[src/rtl/pipe_ctrl_pkg.sv]
// Shared constants and state encoding for the pipeline hazard/flush controller.
package pipe_ctrl_pkg;
  localparam int unsigned CNT_W = 5;

  // Issue-to-result latency of the multiply/divide unit, in cycles.
  localparam logic [CNT_W-1:0] MULT_LAT = 5'd5;
  localparam logic [CNT_W-1:0] DIV_LAT  = 5'd10;

  // RUN: normal flow. EXC: one-cycle window after an exception/eret commits.
  typedef enum logic {
    RUN = 1'b0,
    EXC = 1'b1
  } ctrlState_e;
endpackage

[src/rtl/pipe_ctrl_mdu_busy_cnt.sv]
// Multiply/divide busy counter: loads the unit latency on issue and counts down to 0.
// Only instantiated when PIPE_CTRL_MDU_EN is defined.
module mdu_busy_cnt
  import pipe_ctrl_pkg::*;
(
  input  logic clk,
  input  logic reset,
  input  logic start,
  input  logic div,
  input  logic kill,
  output logic busy
);

  logic [CNT_W-1:0] cnt;

  // Load on an issue that is not killed, otherwise count down and saturate at 0.
  // A new start while a count is running is ignored; the running count continues.
  always_ff @(posedge clk or negedge reset) begin
    if (!reset) begin
      cnt <= '0;
    end else if (start && !kill && (cnt == '0)) begin
      cnt <= div ? DIV_LAT : MULT_LAT;
    end else if (cnt != '0) begin
      cnt <= cnt - 1'b1;
    end
  end

  // An issue in the current cycle already counts as busy.
  always_comb begin
    busy = (cnt != '0) | start;
  end

endmodule

[src/rtl/pipe_ctrl.sv]
// Pipeline hazard and flush controller: load-use and branch-operand stalls,
// multiply/divide busy stalls and exception/eret flush sequencing.
// Optional feature macro: PIPE_CTRL_MDU_EN (enables the MDU busy counter).
module pipe_ctrl
  import pipe_ctrl_pkg::*;
(
  input  logic       clk,
  input  logic       reset,
  input  logic [4:0] RsD,
  input  logic [4:0] RtD,
  input  logic [4:0] RsE,
  input  logic [4:0] RtE,
  input  logic [4:0] RegAddrE,
  input  logic [4:0] RegAddrM,
  input  logic       RegWriteE,
  input  logic       MemtoRegE,
  input  logic       RegWriteM,
  input  logic       MemtoRegM,
  input  logic       BranchD,
  input  logic       MDUStartE,
  input  logic       MDUDivE,
  input  logic       MDUUseD,
  input  logic       ExcOccurM,
  input  logic       ERETM,
  output logic       StallF,
  output logic       StallD,
  output logic       FlushD,
  output logic       FlushE,
  output logic       FlushM,
  output logic       MDUBusy,
  output logic       ExcPend
);

  ctrlState_e state, stateNext;
  logic       excTrig;
  logic       hazard;
  logic       stallReq;
  logic       flushOverride;
  logic       matchE, matchM;
  logic       mduBusy;
  logic       unusedInputs;

  // Exception trigger is masked while in reset so flushes stay low there.
  always_comb begin
    excTrig = (ExcOccurM | ERETM) & reset;
  end

`ifdef PIPE_CTRL_MDU_EN
  logic cntBusy;

  mdu_busy_cnt uBusyCnt (
    .clk   (clk),
    .reset (reset),
    .start (MDUStartE),
    .div   (MDUDivE),
    .kill  (excTrig),
    .busy  (cntBusy)
  );

  // Busy is masked while in reset; the counter itself is already 0 there.
  always_comb begin
    mduBusy      = cntBusy & reset;
    unusedInputs = ^{RsE, RtE};
  end
`else
  // No MDU tracking: busy tied low and MDU issue inputs ignored.
  always_comb begin
    mduBusy      = 1'b0;
    unusedInputs = ^{RsE, RtE, MDUStartE, MDUDivE};
  end
`endif

  // Exception sequencing state register.
  always_ff @(posedge clk or negedge reset) begin
    if (!reset) begin
      state <= RUN;
    end else begin
      state <= stateNext;
    end
  end

  // Hazard detection, next state and stall/flush outputs; flushes override stalls.
  always_comb begin
    stateNext = RUN;
    if (excTrig) begin
      stateNext = EXC;
    end

    matchE = (RegAddrE != '0) && ((RegAddrE == RsD) || (RegAddrE == RtD));
    matchM = (RegAddrM != '0) && ((RegAddrM == RsD) || (RegAddrM == RtD));

    hazard = (MemtoRegE & RegWriteE & matchE)
           | (BranchD & RegWriteE & matchE)
           | (BranchD & MemtoRegM & RegWriteM & matchM);

    stallReq      = hazard | (MDUUseD & mduBusy);
    flushOverride = excTrig | (state == EXC);

    StallF  = stallReq & ~flushOverride;
    StallD  = stallReq & ~flushOverride;
    FlushE  = (stallReq & ~flushOverride) | excTrig;
    FlushD  = flushOverride;
    FlushM  = excTrig;
    ExcPend = (state == EXC);
    MDUBusy = mduBusy;
  end

endmodule

[config.mk]
export PLATFORM = sky130hd
export DESIGN_NAME = pipe_ctrl
export DESIGN_NICKNAME = d
export VERILOG_FILES = /design/src/rtl/pipe_ctrl_pkg.sv /design/src/rtl/pipe_ctrl_mdu_busy_cnt.sv /design/src/rtl/pipe_ctrl.sv
export SDC_FILE = /design/constraint.sdc
export NUM_CORES = 1
export LEC_CHECK = 0
export BUFFER_PORTS_ARGS = -buffer_cell sky130_fd_sc_hd__clkbuf_2
export CORE_UTILIZATION = 26
export CTS_CLUSTER_DIAMETER = 100
export DETAILED_ROUTE_END_ITERATION = 12
export PLACE_DENSITY = 0.74
export SYNTH_ARGS = -nofsm -noshare
export SYNTH_HDL_FRONTEND = slang
export SYNTH_HIERARCHICAL = 1
export SYNTH_SLANG_ARGS = --single-unit
[constraint.sdc]
create_clock -name clk -period 1.5 [get_ports clk]
set_input_delay 0.3 -clock clk [delete_from_list [all_inputs] [get_ports clk]]
set_output_delay 0.3 -clock clk [all_outputs]
set_load 0.005 [all_outputs]
Word level (Yosys, flattened, before mapping) --
Cells that the tools add are included.
Storage, ports and cells: bits in registers 1, input bits 42, output and inout port bits 7, logic and storage cells 27
Operators by class: equal/unequal tests 4, multiplexer cells 1, bitwise gates (word level) 15, reductions and logical operators 6
Operator list (count):
- 5-bit equality test | 4
- 5-bit nonzero test | 2
- 1-bit AND | 9
- 1-bit OR | 5
- 1-bit logical AND | 2
- 1-bit logical OR | 2
- 1-bit 2-to-1 mux | 1
- 1-bit inverter | 1

Logic depth before layout (Yosys ltp) --
Gate-level depths: netlist of run 1.
depth after elaboration 8, depth in mapped cells 6, mapped depth without buffers 5

Worst setup path after synthesis of run 1 --
No wires, ideal clock.
path kind input port to output port, start input port RegAddrM[1], end output port StallF, arrival 1325 ps, path slack -125 ps, stages on the path 5, path buffers 1, path through or4_1 -> o2111ai_1 -> o22a_2 -> nor2_1 -> buf_4
Between the ends: cells in the longest elaborated chain, start to end 6, elaborated cells between the ends (all ways) 8, classes of those cells eq/ne: 2; bitwise: 3; reduce/logical: 3
RTL lines:
- from (decl) | RTL line pipe_ctrl.sv:14 | input logic [4:0] RegAddrM,
- 5-bit equality test | RTL line pipe_ctrl.sv:90 | matchM = (RegAddrM != '0) && ((RegAddrM == RsD) || (RegAddrM == RtD));
- 1-bit logical OR | RTL line pipe_ctrl.sv:90
- 1-bit logical AND (*) | RTL line pipe_ctrl.sv:90
- 1-bit AND (*) | RTL line pipe_ctrl.sv:94 | | (BranchD & MemtoRegM & RegWriteM & matchM);
- 1-bit OR (*) | RTL line pipe_ctrl.sv:94
- 1-bit AND (*)
- to (decl) | RTL line pipe_ctrl.sv:25 | output logic StallF,
Every way passes the cells marked *; elsewhere a longest branch is shown, timed or not.

Final worst setup path of run 1 --
start input port RegAddrE[1], end output port FlushE
Between the ends: cells in the longest elaborated chain, start to end 8, elaborated cells between the ends (all ways) 11, classes of those cells eq/ne: 2; bitwise: 6; reduce/logical: 3
RTL lines:
- from (decl) | RTL line pipe_ctrl.sv:13 | input logic [4:0] RegAddrE,
- 5-bit equality test | RTL line pipe_ctrl.sv:89 | matchE = (RegAddrE != '0) && ((RegAddrE == RsD) || (RegAddrE == RtD));
- 1-bit logical OR | RTL line pipe_ctrl.sv:89
- 1-bit logical AND (*) | RTL line pipe_ctrl.sv:89
- 1-bit AND (on tied branches) | RTL line pipe_ctrl.sv:92, pipe_ctrl.sv:93
- 1-bit OR (*) | RTL line pipe_ctrl.sv:93 | | (BranchD & RegWriteE & matchE)
- 1-bit OR (*) | RTL line pipe_ctrl.sv:94
- 1-bit AND (*) | RTL line pipe_ctrl.sv:101 | FlushE = (stallReq & ~flushOverride) | excTrig;
- 1-bit OR (*) | RTL line pipe_ctrl.sv:101
- to (decl) | RTL line pipe_ctrl.sv:28 | output logic FlushE,
Marks and branches as above.

==> implementation parameters, run 1 <==
Parameter                              Value

Detailed routing
  Detailed-route wire length    929 µm
  First-pass iteration count of the detailed router    2
  Number of DRC markers after the initial detailed-route iteration    2
  Vias after detailed routing    446
  Post-DR vias/cell    4.598
  Drt drc    0
  Detail Route Antenna Nets    0
  Avg WL per Cell    9.577 µm

Pwr
  Power per unit of standard cell area    303.1 nW/µm²
  P_sw    69.20 µW
  Reg power frac    17.3%
  Clock share of power    0%
  Tot Pwr    177.8 µW
  Combinational Power Share    82.7%
  Net switching share of the total power    38.91%
  Static Leakage    0.0003136 µW
  Worst VDD drop    0.1935 mV
  Internal portion of total power    108.6 µW

Outcome
  Failing checks    negative setup slack
  Result of the run    complete, but fails checks

STA
  Number of max-slew violations in the final report    0
  Period utilization    115.0%
  Minimum setup slack in the final design    -0.2250 ns
  Worst Hold Slack    0.08222 ns
  Total of endpoints with negative setup slack in the final report    3
  F_max    579.7 MHz
  Endpoints failing hold    0
  Setup Total Neg Slack    -0.6670 ns
  Crit path time final    1.725 ns
  Setup repair after global routing missed its margin    yes

Global routing
  Pin count of the biggest net entering global routing    4
  Via count of the first global-routing pass    415
  Global-route wire length before repair    1462 µm
  Antenna violations before repair    0
  GRT Resource Usage Total    13.33%
  Global route total overflow    0

Cells and area
  Number of flip-flops in the largest register    1
  Layout overhead on the synthesized area    73.06%
  Most frequent cells in the layout    sky130_fd_sc_hd__clkbuf_2 (34), sky130_fd_sc_hd__xor2_1 (20), sky130_fd_sc_hd__buf_4 (7), sky130_fd_sc_hd__nor3_1 (4), sky130_fd_sc_hd__nor2_1 (4)
  Most common cell after layout, fill and taps aside    sky130_fd_sc_hd__clkbuf_2
  Number of inserted diodes    0
  Final core area utilization    50.76%
  Final layout net count    127
  Fill cell count    125
  Share of layout cells above drive strength 1    57.83%

Critical path
  Largest stage delay on the critical path    0.54 ns
  Max stage delay cell, worst path    sky130_fd_sc_hd__or4_4
  List of cells traversed by the critical path    clkbuf_2 -> or4_4 -> o221ai_2 -> o22a_2 -> o21ai_2 -> clkbuf_2
  Critical path type    in2out
  Worst Path Max Fanout    3
  Startpoint type of the worst setup path    input port
  Critical Path Sink Type    output pin
  Data arrival time at the worst-slack endpoint    1.43 ns
  Data required time at the worst endpoint    1.20 ns
  Critical path startpoint    RegAddrE[1]
  Library cell appearing most often on the critical path    sky130_fd_sc_hd__clkbuf_2

Floorplan
  Placeable core region    1156 µm²
  Number of top-level pins    49
  Vertical extent of the die    38.11 µm
  Area of the die    1452 µm²
  Num rows    12
  Die outline width    38.11 µm
  Initial Util    29.33%

Yosys
  Area of the mapped netlist    339.1 µm²
  Flop and latch count out of synthesis    1
  Net Count, Synth    86
  Mean cell area of the mapped netlist    7.706 µm²
  Fraction of the yosys area taken by sequential cells    7.380%
  Synth unique cells    15
  Cells after synthesis    44
  Warnings, synthesis    6

Placement
  I/O Buffers    34
  GPL Wtd Cong    0.7501
  DP HPWL    867.2 µm

Clocking
  Post-CTS setup repair buffer count    0
  Clock-pin slew reported for the worst setup and hold paths after clock tree synthesis    0 ns

Flow run
  Max-cap viol count    0

Hold path
  Min-delay worst type    in2async
## power groups by stage
stage / clock, µW / sequential (µW) / combinational (µW)
2_1_floorplan: 0 / 30.8 / 59.4
3_3_place_gp: 0 / 30.7 / 139
3_5_place_dp: 0 / 30.8 / 142
4_1_cts: 0 / 30.8 / 146
5_1_grt: 0 / 30.9 / 162
6_report: 0 / 30.7 / 147
## timing repair
action	CTS	global route
pin swaps	5	0
cloned	0	0
setup endpoints to repair	3	3
hold buffers	0	0
gates resized for setup	3	2
## layer usage
| layer | routed length [µm] | vias to the layer above | global-route usage, % |
|---|---|---|---|
| li1 | - | 229 | - |
| met1 | 387 | 193 | 15.44 |
| met2 | 472 | 24 | 27.97 |
| met3 | 68 | 0 | 0 |
| met4 | 0 | 0 | 0 |
| met5 | 0 | - | 0 |
## Yosys cell counts
| cell type | count | area [µm²] |
|---|---|---|
| sky130_fd_sc_hd__nand2b_1 | 1 | 6.260 |
| sky130_fd_sc_hd__o22a_2 | 1 | 10.01 |
| sky130_fd_sc_hd__o21ai_2 | 1 | 8.760 |
| sky130_fd_sc_hd__or4_1 | 2 | 15.01 |
| sky130_fd_sc_hd__buf_4 | 2 | 15.01 |
| sky130_fd_sc_hd__conb_1 | 1 | 3.750 |
| sky130_fd_sc_hd__xor2_1 | 20 | 175.2 |
| sky130_fd_sc_hd__inv_1 | 1 | 3.750 |
| sky130_fd_sc_hd__o221ai_1 | 1 | 8.760 |
| sky130_fd_sc_hd__nor3_1 | 4 | 20.02 |
| sky130_fd_sc_hd__a22oi_1 | 2 | 15.01 |
| sky130_fd_sc_hd__dfrtp_1 | 1 | 25.02 |
| sky130_fd_sc_hd__o21ai_0 | 1 | 5.000 |
| sky130_fd_sc_hd__o2111ai_1 | 1 | 8.760 |
| sky130_fd_sc_hd__nor2_1 | 5 | 18.77 |
## cells by family after synthesis
group	after synthesis	synth area share (%)
DFF	1	7.379
AOI/OAI and AO/OA	7	16.60
buffers and inverters	3	5.533
other	1	1.106
and+or+nand+nor	12	17.71
xor gates and xnor gates	20	51.66
## metrics by stage
stage / cells / area [µm²] / worst slack, ns
after CTS: 97 / 576.8 / -0.2654
after global placement: 97 / 564.3 / -0.2832
final: 97 / 586.8 / -0.2250
after floorplan: 44 / 339.1 / -0.1249
after detailed placement: 97 / 564.3 / -0.2889
after global routing: 97 / 586.8 / -0.3091
## worst max-delay path by stage
stage | endpoint | slack [ns] | depth (start not counted)
2_1_floorplan | StallF | -0.12 | 5
3_5_place_dp | StallD | -0.29 | 8
4_1_cts | FlushE | -0.27 | 6
5_1_grt | StallF | -0.31 | 8
3_3_place_gp | StallF | -0.28 | 6
6_report | FlushE | -0.23 | 6
## worst max-delay path, delay by kind of cell
family	cells	cell delay, ns
buffers and inverters	2	0.20
AND/OR/NAND/NOR	1	0.54
AO/OA/AOI/OAI	3	0.38
## cell type report
class                           instances  area [µm²]  area share [%]
Timing Repair Buffer                   41       222.7           37.95
Tap cell                               14       17.52           2.985
Inverter                                1       3.754          0.6397
Multi-Input combinational cell         40       317.8           54.16
Sequential cell                         1       25.02           4.264
Power figures use the tool's default switching activity.
==> inputs of run 2 (changes only) <==
--- a/config.mk
+++ b/config.mk
@@ -6,10 +6,13 @@
 export NUM_CORES = 1
 export LEC_CHECK = 0
 export BUFFER_PORTS_ARGS = -buffer_cell sky130_fd_sc_hd__clkbuf_2
-export CORE_UTILIZATION = 26
+export CAP_MARGIN = 25
+export CELL_PAD_IN_SITES_DETAIL_PLACEMENT = 1
+export CELL_PAD_IN_SITES_GLOBAL_PLACEMENT = 2
+export CORE_UTILIZATION = 10
 export CTS_CLUSTER_DIAMETER = 100
 export DETAILED_ROUTE_END_ITERATION = 12
-export PLACE_DENSITY = 0.74
+export PLACE_DENSITY_LB_ADDON = 0.1
 export SYNTH_ARGS = -nofsm -noshare
 export SYNTH_HDL_FRONTEND = slang
 export SYNTH_HIERARCHICAL = 1
==> constraint.sdc (replaced) <==
create_clock -name clk -period 1.5 [get_ports clk]
set_input_delay 0.45 -clock clk [delete_from_list [all_inputs] [get_ports clk]]
set_output_delay 0.45 -clock clk [all_outputs]
set_load 0.005 [all_outputs]
==> run 2 against run 1 <==
Compared with the run above:
- the run still ends with negative setup slack left
- global-route usage down 6.3 points
- maximum frequency decreased by 17%
- via count up 1.1%
- power increased by 13%
- largest cell class unchanged
- wire length grew 38%
- setup slack got worse by 0.35 ns
==> implementation parameters, run 2 (same netlist as run 1, synthesis figures left out) <==
Parameter                              Value

Global routing
  Global route total overflow    0 (unchanged)
  Global-route wire length before repair    1973 µm (+35%)
  Pin count of the biggest net entering global routing    4 (unchanged)
  Antenna violations before repair    0 (unchanged)
  Via count of the first global-routing pass    467 (+13%)
  GRT Resource Usage Total    7.082% (-6.3 points)

Pwr
  Combinational Power Share    84.8% (+2.1 points)
  Tot Pwr    201.4 µW (+13%)
  Reg power frac    15.2% (-2.1 points)
  Internal portion of total power    120.4 µW (+11%)
  Worst VDD drop    0.1651 mV (-15%)
  Net switching share of the total power    40.21% (+1.3 points)
  Power per unit of standard cell area    293.7 nW/µm² (-3.1%)
  Static Leakage    0.0003366 µW (+7.3%)
  P_sw    80.97 µW (+17%)
  Clock share of power    0% (unchanged)

Detailed routing
  Detailed-route wire length    1281 µm (+38%)
  Vias after detailed routing    451 (+1.1%)
  Drt drc    0 (unchanged)
  Avg WL per Cell    9.854 µm (+2.9%)
  First-pass iteration count of the detailed router    2 (unchanged)
  Post-DR vias/cell    3.469 (-25%)
  Detail Route Antenna Nets    0 (unchanged)
  Number of DRC markers after the initial detailed-route iteration    7 (+5)

Placement
  GPL Wtd Cong    0.6447 (-14%)
  DP HPWL    1207 µm (+39%)
  I/O Buffers    34 (unchanged)

STA
  Setup Total Neg Slack    -1.695 ns (-1.028 ns)
  Period utilization    138.5% (+23 points)
  Total of endpoints with negative setup slack in the final report    4 (+1)
  F_max    481.5 MHz (-17%)
  Setup repair after global routing missed its margin    yes
  Crit path time final    2.077 ns (+0.3519 ns)
  Endpoints failing hold    0 (unchanged)
  Number of max-slew violations in the final report    0 (unchanged)
  Minimum setup slack in the final design    -0.5770 ns (-0.3519 ns)

Critical path
  Worst Path Max Fanout    2 (-1)
  Critical Path Sink Type    output pin
  Startpoint type of the worst setup path    input port
  Data required time at the worst endpoint    1.05 ns (-0.15 ns)
  Critical path startpoint    RegAddrM[1]
  Data arrival time at the worst-slack endpoint    1.63 ns (+0.20 ns)
  Critical path type    in2out
  Destination of the critical timing path    FlushE

Cells and area
  Final core area utilization    21.92% (-29 points)
  Layout overhead on the synthesized area    102.2%
  Final layout net count    130 (+2.4%)
  Number of inserted diodes    0 (unchanged)
  Most common cell after layout, fill and taps aside    sky130_fd_sc_hd__clkbuf_2
  Share of layout cells above drive strength 1    62.79% (+5.0 points)
  Number of flip-flops in the largest register    1 (unchanged)
  Most frequent cells in the layout    sky130_fd_sc_hd__clkbuf_2 (32), sky130_fd_sc_hd__xor2_1 (20), sky130_fd_sc_hd__buf_4 (10), sky130_fd_sc_hd__nor2_1 (4)

Floorplan
  Placeable core region    3128 µm² (+170%)
  Vertical extent of the die    60.23 µm (+58%)
  Initial Util    10.84% (-18 points)
  Area of the die    3628 µm² (+150%)
  Number of top-level pins    49 (unchanged)
  Die outline width    60.23 µm (+58%)
  Num rows    20 (+8)

Flow run
  Max-cap viol count    0 (unchanged)

Hold path
  Min-delay worst type    in2async

Outcome
  Failing checks    negative setup slack
  Result of the run    complete, but fails checks

Clocking
  Clock-pin slew reported for the worst setup and hold paths after clock tree synthesis    0 ns (unchanged)
==> run 2: changes by cell type in the layout (fill, tap and decap cells not counted), sizes merged <==
cell | before | now
clkbuf | 34 | 32
buf | 7 | 12
==> run 2: layout make-up <==
cell class	instances	area (µm²)
Fill cell	397	2442
Multi-Input combinational cell	40	344.1
Timing Repair Buffer	44	257.7
Tap cell	44	55.05
Sequential cell	1	25.02
Inverter	1	3.754
==> run 2: layer usage <==
| layer | track usage (%) | part of all wire (%) |
|---|---|---|
| met4 | 0 | 0 |
| met2 | 13.19 | 49 |
| met3 | 0 | 7.3 |
| met1 | 9.591 | 43 |
| met5 | 0 | 0 |
==> run 2: worst min path at each step <==
stage | cells after the start | slack, ns | to | start
3_5_place_dp | 1 | 0.24 | ExcPend | reset
5_1_grt | 1 | 0.26 | ExcPend | reset
2_1_floorplan | 0 | 0.15 | ExcPend | reset
6_report | 1 | 0.25 | ExcPend | reset
3_3_place_gp | 1 | 0.23 | ExcPend | reset
4_1_cts | 1 | 0.24 | ExcPend | reset
==> run 2: power by group through the flow <==
stage | clock network (µW) | registers, µW | logic [µW]
global placement | 0 | 30.6 | 156
finish | 0 | 30.7 | 171
detailed placement | 0 | 30.7 | 156
global route | 0 | 31.0 | 188
CTS | 0 | 30.7 | 166
floorplan | 0 | 30.8 | 60.1
==> run 2: repair_timing <==
action | 4_1_cts | 5_1_grt
pin swaps | 8 | 6
gates resized for setup | 7 | 5
hold buffers | 0 | 0
setup endpoints to repair | 5 | 4
setup buffers | 0 | 0
==> run 2: through the flow <==
stage	instance area [µm²]	std cells	hold slack (ns)	setup slack (ns)
after floorplan	341.6	44	0.1544	-0.4193
after global placement	626.9	130	0.2315	-0.6351
after detailed placement	626.9	130	0.2360	-0.6239
after CTS	655.6	130	0.2428	-0.5814
after global routing	685.7	130	0.2562	-0.6331
final	685.7	130	0.2516	-0.5770
==> run 2: worst max-delay path, cell delays in order <==
cell	delay, ns
sky130_fd_sc_hd__buf_6	0.09
sky130_fd_sc_hd__or4_4	0.53
sky130_fd_sc_hd__o2111ai_2	0.17
sky130_fd_sc_hd__o22a_2	0.22
sky130_fd_sc_hd__o21ai_2	0.06
sky130_fd_sc_hd__clkbuf_2	0.10
==> inputs of run 3 (changes only) <==
--- a/config.mk
+++ b/config.mk
@@ -13,6 +13,7 @@
 export CTS_CLUSTER_DIAMETER = 100
 export DETAILED_ROUTE_END_ITERATION = 12
 export PLACE_DENSITY_LB_ADDON = 0.1
+export RECOVER_POWER = 25
 export SYNTH_ARGS = -nofsm -noshare
 export SYNTH_HDL_FRONTEND = slang
 export SYNTH_HIERARCHICAL = 1
==> run 3 against run 2 <==
Compared with the run above:
- the run still ends with negative setup slack left
- sequential power is essentially flat
- cell area down 0.18%
- core utilization hardly changed
- cell count stayed put
- wire length increased by 0.16%
- sequential share of layout area is essentially flat
- power fell by 0.16%
- die area is the same
- worst hold slack better by 0.018 ns
- maximum frequency did not move
- combinational power about the same
- critical path depth stayed put
- highest routed layer unchanged
==> implementation parameters, run 3 (same netlist as run 1, synthesis figures left out) <==
Parameter                              Value

Outcome
  Result of the run    complete, but fails checks
  Failing checks    negative setup slack

Cells and area
  Layout overhead on the synthesized area    101.8%
  Fill cell count    395 (-0.50%)
  Most frequent cells in the layout    sky130_fd_sc_hd__clkbuf_2 (31), sky130_fd_sc_hd__xor2_1 (20), sky130_fd_sc_hd__buf_4 (10), sky130_fd_sc_hd__nor2_1 (4)
  Final core area utilization    21.88% (-0.040 points)
  Number of flip-flops in the largest register    1 (unchanged)
  Number of inserted diodes    0 (unchanged)
  Most common cell after layout, fill and taps aside    sky130_fd_sc_hd__clkbuf_2
  Final layout net count    130 (unchanged)
  Share of layout cells above drive strength 1    61.63% (-1.2 points)

Floorplan
  Vertical extent of the die    60.23 µm (unchanged)
  Number of top-level pins    49 (unchanged)
  Num rows    20 (unchanged)
  Placeable core region    3128 µm² (unchanged)
  Initial Util    10.84% (unchanged)
  Area of the die    3628 µm² (unchanged)
  Die outline width    60.23 µm (unchanged)

Critical path
  Critical path type    in2out
  Worst Path Max Fanout    2 (unchanged)
  Data arrival time at the worst-slack endpoint    1.63 ns (about the same)
  Max stage delay cell, worst path    sky130_fd_sc_hd__or4_4
  List of cells traversed by the critical path    buf_6 -> or4_4 -> o2111ai_2 -> o22a_2 -> o21ai_2 -> clkbuf_2
  Data required time at the worst endpoint    1.05 ns (about the same)
  Startpoint type of the worst setup path    input port
  Critical path startpoint    RegAddrM[1]
  Critical Path Sink Type    output pin
  Largest stage delay on the critical path    0.53 ns (about the same)

STA
  F_max    481.5 MHz (unchanged)
  Endpoints failing hold    0 (unchanged)
  Total of endpoints with negative setup slack in the final report    4 (unchanged)
  Worst Hold Slack    0.2692 ns (+0.01758 ns)
  Minimum setup slack in the final design    -0.5770 ns (unchanged)
  Number of max-slew violations in the final report    0 (unchanged)
  Period utilization    138.5% (unchanged)
  Crit path time final    2.077 ns (unchanged)
  Setup repair after global routing missed its margin    yes

Global routing
  Met3 layer usage reported by global route    0% (unchanged)
  Busiest grt layer    met2
  Global route total overflow    0 (unchanged)
  Global-route track usage on met2    13.19% (unchanged)
  Via count of the first global-routing pass    467 (unchanged)
  Global-route wire length before repair    1973 µm (unchanged)
  Antenna violations before repair    0 (unchanged)
  GRT Resource Usage Total    7.082% (unchanged)
  Pin count of the biggest net entering global routing    4 (unchanged)
  Met1 usage    9.591% (unchanged)

Placement
  DP HPWL    1207 µm (unchanged)
  GPL Wtd Cong    0.6447 (unchanged)
  Pre-CTS worst setup slack    -0.6239 ns (unchanged)
  I/O Buffers    34 (unchanged)

Pwr
  Power per unit of standard cell area    293.8 nW/µm² (about the same)
  Static Leakage    0.0003336 µW (-0.88%)
  Worst VDD drop    0.1650 mV (about the same)

Detailed routing
  Vias after detailed routing    451 (unchanged)
  Drt drc    0 (unchanged)
  Detailed-route wire length    1283 µm (+0.16%)
  Post-DR vias/cell    3.469 (unchanged)
  First-pass iteration count of the detailed router    2 (unchanged)
  Avg WL per Cell    9.869 µm (+0.16%)
  Detail Route Antenna Nets    0 (unchanged)
  Number of DRC markers after the initial detailed-route iteration    7 (unchanged)

Flow run
  Max-cap viol count    0 (unchanged)

Clocking
  Clock-pin slew reported for the worst setup and hold paths after clock tree synthesis    0 ns (unchanged)
  Hold bufs inserted after CTS    0 (unchanged)
  Post-CTS setup repair buffer count    0 (unchanged)

Hold path
  Min-delay worst type    in2async
run 3: cell counts in the layout (fill, tap and decap cells not counted):
Identical to the previous run, type by type.
run 3: worst paths after layout:
path / slack, ns / end / cells after the start
worst max-delay path: -0.58 / FlushE / 6
min in group clk: 0.81 / ExcPend / 4
max in group asynchronous: 1.06 / ExcPend / 1
worst min-delay path: 0.27 / ExcPend / 1
run 3: cell type report:
class | count | area, µm² | share of cell area, %
Sequential cell | 1 | 25.02 | 3.656
Inverter | 1 | 3.754 | 0.5484
Tap cell | 44 | 55.05 | 8.044
Multi-Input combinational cell | 40 | 344.1 | 50.27
Timing Repair Buffer | 44 | 256.5 | 37.48
run 3: critical path, delay by kind of cell:
family | cells | cell delay, ns
buffers and inverters | 2 | 0.19
and+or+nand+nor | 1 | 0.53
AOI/OAI and AO/OA | 3 | 0.45
run 3: power breakdown:
part           switching (µW)  leakage [µW]  internal [µW]
logic                    79.6      0.000321           90.8
registers                1.46     0.0000123           29.2
clock network               0             0              0
run 3: layer usage:
metal / part of all wire, % / vias to the layer above / wire length (µm)
met2: 49 / 22 / 632
met1: 43 / 195 / 556
met3: 7.3 / 0 / 94
met5: 0 / - / 0
met4: 0 / 0 / 0
li1: - / 234 / -
run 3: through the flow:
stage	setup TNS [ns]	total power (µW)	std cells	area, µm²
floorplan	-1.013	90.84	44	341.6
CTS	-1.732	197.0	130	655.6
detailed placement	-1.959	186.6	130	626.9
global route	-1.947	218.4	130	684.4
global placement	-1.990	187.1	130	626.9
finish	-1.709	201.1	130	684.4
run 3: timing repair:
| item | CTS | global route |
|---|---|---|
| pin swaps | 8 | 6 |
| resized for setup | 7 | 5 |
| endpoints found under the setup margin | 5 | 4 |
